$ cat src/rtl/sub_bus_dma_copy.sv
// Bus-master block copier: reads each source word, then writes it to the destination.
// Takes 3 cycles per word when granted; a low i_bus_grant freezes RD/CAP/WR in place.
module sub_bus_dma_copy #(
  parameter int ADDR_WIDTH = 16,
  parameter int DATA_WIDTH = 16
) (
  input  logic                  bus_clock,
  input  logic                  reset,
  input  logic                  i_start,
  input  logic [ADDR_WIDTH-1:0] i_src_addr,
  input  logic [ADDR_WIDTH-1:0] i_dst_addr,
  input  logic [15:0]           i_len,
  output logic                  o_busy,
  output logic                  o_done,
  output logic [15:0]           o_remaining,
  input  logic                  i_bus_grant,
  output logic                  o_bus_we,
  output logic [ADDR_WIDTH-1:0] o_bus_addr,
  output logic [DATA_WIDTH-1:0] o_bus_data_write,
  input  logic [DATA_WIDTH-1:0] i_bus_data_read
);

  localparam logic [2:0] S_IDLE = 3'd0;
  localparam logic [2:0] S_RD   = 3'd1;
  localparam logic [2:0] S_CAP  = 3'd2;
  localparam logic [2:0] S_WR   = 3'd3;
  localparam logic [2:0] S_FIN  = 3'd4;

  localparam logic [ADDR_WIDTH-1:0] ADDR_ONE = ADDR_WIDTH'(1);

  logic [2:0]            r_state;
  logic [2:0]            w_state_nxt;
  logic [ADDR_WIDTH-1:0] r_src;
  logic [ADDR_WIDTH-1:0] r_dst;
  logic [DATA_WIDTH-1:0] r_data;
  logic [15:0]           r_remaining;
  logic                  w_last_word;

  assign w_last_word = (r_remaining <= 16'd1);

  always_comb begin
    w_state_nxt = r_state;
    case (r_state)
      S_IDLE: begin
        if (i_start) begin
          w_state_nxt = (i_len != 16'd0) ? S_RD : S_FIN;
        end
      end
      S_RD: begin
        if (i_bus_grant) w_state_nxt = S_CAP;
      end
      S_CAP: begin
        if (i_bus_grant) w_state_nxt = S_WR;
      end
      S_WR: begin
        if (i_bus_grant) w_state_nxt = w_last_word ? S_FIN : S_RD;
      end
      S_FIN: begin
        w_state_nxt = S_IDLE;
      end
      default: begin
        w_state_nxt = S_IDLE;
      end
    endcase
  end

  always_ff @(posedge bus_clock or negedge reset) begin
    if (!reset) begin
      r_state     <= S_IDLE;
      r_src       <= '0;
      r_dst       <= '0;
      r_data      <= '0;
      r_remaining <= '0;
    end else begin
      r_state <= w_state_nxt;
      case (r_state)
        S_IDLE: begin
          if (i_start) begin
            r_src       <= i_src_addr;
            r_dst       <= i_dst_addr;
            r_remaining <= i_len;
          end
        end
        S_CAP: begin
          // Address is still on the bus here, so the responder output is stable.
          if (i_bus_grant) r_data <= i_bus_data_read;
        end
        S_WR: begin
          if (i_bus_grant) begin
            r_src       <= r_src + ADDR_ONE;
            r_dst       <= r_dst + ADDR_ONE;
            r_remaining <= r_remaining - 16'd1;
          end
        end
        default: begin
        end
      endcase
    end
  end

  always_comb begin
    o_busy           = 1'b0;
    o_done           = 1'b0;
    o_bus_we         = 1'b0;
    o_bus_addr       = '0;
    o_bus_data_write = '0;
    case (r_state)
      S_RD, S_CAP: begin
        o_busy     = 1'b1;
        o_bus_addr = r_src;
      end
      S_WR: begin
        o_busy           = 1'b1;
        o_bus_addr       = r_dst;
        o_bus_data_write = r_data;
        o_bus_we         = i_bus_grant;
      end
      S_FIN: begin
        o_done = 1'b1;
      end
      default: begin
      end
    endcase
  end

  assign o_remaining = r_remaining;

endmodule
$ cat config.mk
export PLATFORM = sky130hd
export DESIGN_NAME = sub_bus_dma_copy
export DESIGN_NICKNAME = d
export VERILOG_FILES = /design/src/rtl/sub_bus_dma_copy.sv
export SDC_FILE = /design/constraint.sdc
export NUM_CORES = 1
export LEC_CHECK = 0
export CAP_MARGIN = 25
export CORE_ASPECT_RATIO = 1.5
export CORE_UTILIZATION = 49
export CTS_BUF_LIST = sky130_fd_sc_hd__clkbuf_8 sky130_fd_sc_hd__clkbuf_16
export DETAILED_ROUTE_END_ITERATION = 8
export GPL_TIMING_DRIVEN = 0
export HOLD_SLACK_MARGIN = 0.03
export PLACE_DENSITY = 0.81
export SYNTH_ARGS = -nofsm -noshare
export SYNTH_HDL_FRONTEND = slang
export SYNTH_SLANG_ARGS = --single-unit
$ cat constraint.sdc
create_clock -name bus_clock -period 2 [get_ports bus_clock]
set_input_delay 0.2 -clock bus_clock [delete_from_list [all_inputs] [get_ports bus_clock]]
set_output_delay 0.2 -clock bus_clock [all_outputs]
set_load 0.05 [all_outputs]
==> qor_table.md <==
| Group | Metric | Value |
| --- | --- | --- |
| critical path | Startpoint type of the worst setup path | register |
| hold path | Hold Crit Depth | 3 |
| synthesis | FF+latch count, synth | 67 |
| synthesis | Top flip-flop cell by instance count after synthesis | dfrtp_1 |
| drt | Via/cell ratio | 6.60 |
| finish | Synthesis-to-layout area growth | 43.6% |
| finish | Final Instance Area | 0.00630 mm² |
| placed design | IO Port Bufs | 118 |
| global routing | Global-route wire length before repair | 25.6 mm |
| drt | Number of remaining DRC errors | 0 |
| placed design | Total half-perimeter wirelength after legalization and detailed placement | 11.4 mm |
| hold path | Type of the worst min-delay path | in2reg |
| clock tree | Clk buf depth | 2 |
| critical path | Capture point of the worst reg-to-reg path | r_dst[2] |
| synthesis | Number of warning messages in the yosys log | 0 |
| timing | Worst slew margin relative to its limit | 0.414 |
| drt | First-pass DRT Iterations | 5 |
| synthesis | EDFF count, synth | 0 |
| timing | Number of setup violations in the final report | 0 |
| drt | Number of antenna-violating nets in the routed design | 0 |
| synthesis | Synth top area share | 0.382 |
| pwr | IR Drop Worst-Case VDD | 1.27 mV |
| outcome | Run status | finished, final reports clean |
| global routing | GRT Residual Overflow | 0 |
| timing | RSZ-0062 raised after global routing | yes |
| timing | Final Hold Fails | 0 |
| synthesis | Sequential area share after synthesis | 0.382 |
| floorplan | Die Width | 79.3 µm |
| finish | Fraction of layout instances using a drive strength above 1 | 0.222 |
| global routing | Largest net degree at the start of global routing | 68 |
| floorplan | Placeable core region | 0.00857 mm² |
| synthesis | Synth unique cells | 53 |
| hold path | Endpoint with the worst hold slack | r_src[1] |
| timing | Worst slew pin tran | 0.879 ns |
| timing | Final cycle utilization of the critical path | 0.991 |
| pwr | LEAKAGE | 2.62 nW |
| clock tree | Clock tree from TritonCTS | done |
| floorplan | Count of boundary I/O pins | 119 |
| critical path | Critical path fanouts, max | 10 |
| synthesis | Synth top cells by count | 67 x dfrtp_1, 59 x nor2_1, 58 x a21oi_1, 34 x nand2_1, 26 x o21ai_0 |
| drt | Mean routed wirelength per cell | 21.9 µm |
| placed design | Area after DPL | 0.00573 mm² |
| floorplan | Height of the die | 118 µm |
| clock tree | Sinks on Clock Net | 67 |
| critical path | Critical path data required time | 1.80 ns |
| global routing | Total global-route track usage | 0.359 |
| critical path | Arrival time at the worst endpoint | 1.78 ns |
| drt | First-iteration detailed-routing DRC count | 586 |
| floorplan | Effective utilization at floorplan | 0.512 |
| floorplan | Site row count | 41 |
| timing | Clock Skew | 0.00932 ns |
| critical path | R2r setup slk | 0.02 ns |
| placed design | Post-placement cell count | 744 |
| critical path | Sort of element at the end of the critical path | output pin |
| synthesis | Largest area contributor in the synthesized netlist | dfrtp_1 |
| clock tree | Worst-skew pair later-pin latency | 0.34 ns |
| synthesis | Asr flop ratio synth | 1.00 |
| job | Max-cap viol count | 0 |
| critical path | Cell count of the worst reg-to-reg path | 7 |
| clock tree | Clock Pin Slew Worst Setup and Hold Paths | 0.05 ns |
| hold path | Hold path startpoint | i_src_addr[1] |
| finish | Final design utilization | 0.735 |
| finish | Finished Layout Cells | 769 |
| clock tree | H-tree lvl count | 3 |
| synthesis | Cell Area, Synth | 0.00439 mm² |
| timing | Maximum frequency from static timing analysis | 0.504 GHz |
| placed design | Routability congestion estimate from global placement | 0.947 |
| synthesis | Count leader, synth | dfrtp_1 |
| critical path | Cell repeated most along the worst path | buf_6 |
| synthesis | Synthesized netlist cell count | 519 |
| global routing | Number of antenna violations at the first check in global routing | 0 |
| pwr | Power density relative to cell area | 2080 mW/mm² |
| critical path | Largest delay share family, worst path | buffers and inverters |
| floorplan | Die Footprint | 0.00935 mm² |
| synthesis | Synthesized area per cell | 8.45 µm² |
| synthesis | Synth Net Count | 591 |
| timing | Pins over their slew limit | 0 |
| timing | Shortest clock period the worst path allows after layout | 1.98 ns |
| critical path | Cells along the critical path | buf_6, inv_1, buf_6, nor3_2, clkbuf_4 |
| critical path | CP max-delay cell | nor3_2 |
| synthesis | Cell types with the largest area share after synthesis | dfrtp_1 38%, a21oi_1 6.6%, nor2_1 5.0% |
| clock tree | Number of buffers created by CTS | 9 |
| clock tree | Clock tree root driver cell | clkbuf_16 |
| critical path | Type of the worst setup path | reg2out |
| drt | Via count of the routed design | 5077 |
| finish | Final net count | 730 |
| critical path | Count of buffer and inverter cells on the critical path | 4 |
| critical path | Worst r2r src | r_state[0] |
| critical path | Maximum single-stage delay on the critical path | 0.40 ns |
| global routing | Via count of the first global-routing pass | 4968 |
| finish | Number of diodes added for antenna fixing | 0 |
| drt | DRT Wirelength | 16.8 mm |
[placed cells by master (no fill, tap or decap), drive strengths merged, types with 9 or more instances in the layout]
cell type and instances:
a21oi 59, a2bb2oi 15, and2 21, and4 9, buf 61, clkbuf 35
clkdlybuf4s50 82, dfrtp 67, inv 9, mux2 17, mux2i 18, nand2 34
nand3 22, nand4 13, nor2 59, nor3 14, o21ai 26, o22a 9
o22ai 11
[through the flow]
stage / TNS, ns / hold WS (ns) / setup WS (ns) / total power [mW]
finish: 0 / 0.444 / 0.0174 / 13.1
global route: -0.260 / 0.460 / -0.0610 / 13.7
CTS: 0 / 0.435 / 0.00239 / 12.6
detailed placement: -34.40 / 0.364 / -0.933 / 10.7
global placement: -138.98 / 0.481 / -1.85 / 10.6
floorplan: 0 / -0.0956 / 0.00607 / 8.09
[power breakdown]
group | internal, mW | switching (mW) | leakage (nW)
Clock | 0.978 | 0.576 | 0.151
Sequential | 2.04 | 0.920 | 0.769
Combinational | 3.17 | 5.43 | 1.70
Total | 6.19 | 6.92 | 2.62
[how the worst max path moves through the flow]
stage,endpoint,cells after the start,from
after detailed placement,o_bus_data_write[13],7,r_state[2]
final,o_bus_we,5,r_state[1]
after global placement,o_remaining[2],1,reset
after CTS,o_bus_addr[2],7,r_state[0]
after floorplan,o_remaining[11],4,o_remaining[3]
after global routing,r_dst[2],7,r_state[1]
[per-layer routing]
metal,GRT usage,vias up,part of all wire
li1,-,2215,-
met1,0.433,2405,0.36
met2,0.593,380,0.49
met3,0.0837,77,0.093
met4,0.168,0,0.049
met5,0,-,0
[flip-flops by register name, indices dropped and copies added (netlist names)]
name         flops
o_remaining     16
r_dst           16
r_state          3
r_data          16
r_src           16
[cell families (layout without fill, tap and decap cells)]
group	after synthesis	in the layout	synth area share
compound gates	153	153	0.221
xor+xnor	1	1	0.00200
fa+ha+maj	4	4	0.0114
buf+inv	51	194	0.0482
flops	67	67	0.382
mux	35	35	0.0847
simple gates	208	208	0.251
[worst min-delay path: cells and delay by family]
kind / cells / cell delay [ns]
AO/OA/AOI/OAI: 1 / 0.08
AND/OR/NAND/NOR: 1 / 0.06
buffers and inverters: 1 / 0.40
[cell type report]
type                            count  area [µm²]
Multi-Input combinational cell    401        2600
Fill cell                         640        2270
Sequential cell                    67        1680
Timing Repair Buffer              132        1280
Buffer                             40         298
Clock buffer                       10         239
Tap cell                          107         134
Clock inverter                      5        47.5
Inverter                            7        26.3
[repair_timing]
item	4_1_cts	5_1_grt
endpoints found under the setup margin	81	76
buffers inserted	4	6
endpoints found under the hold margin	33	0
hold buffers	1	0
pin swaps	1	4
gates resized for setup	232	54
gates cloned	1	2
(Power assumes the default switching activity.)
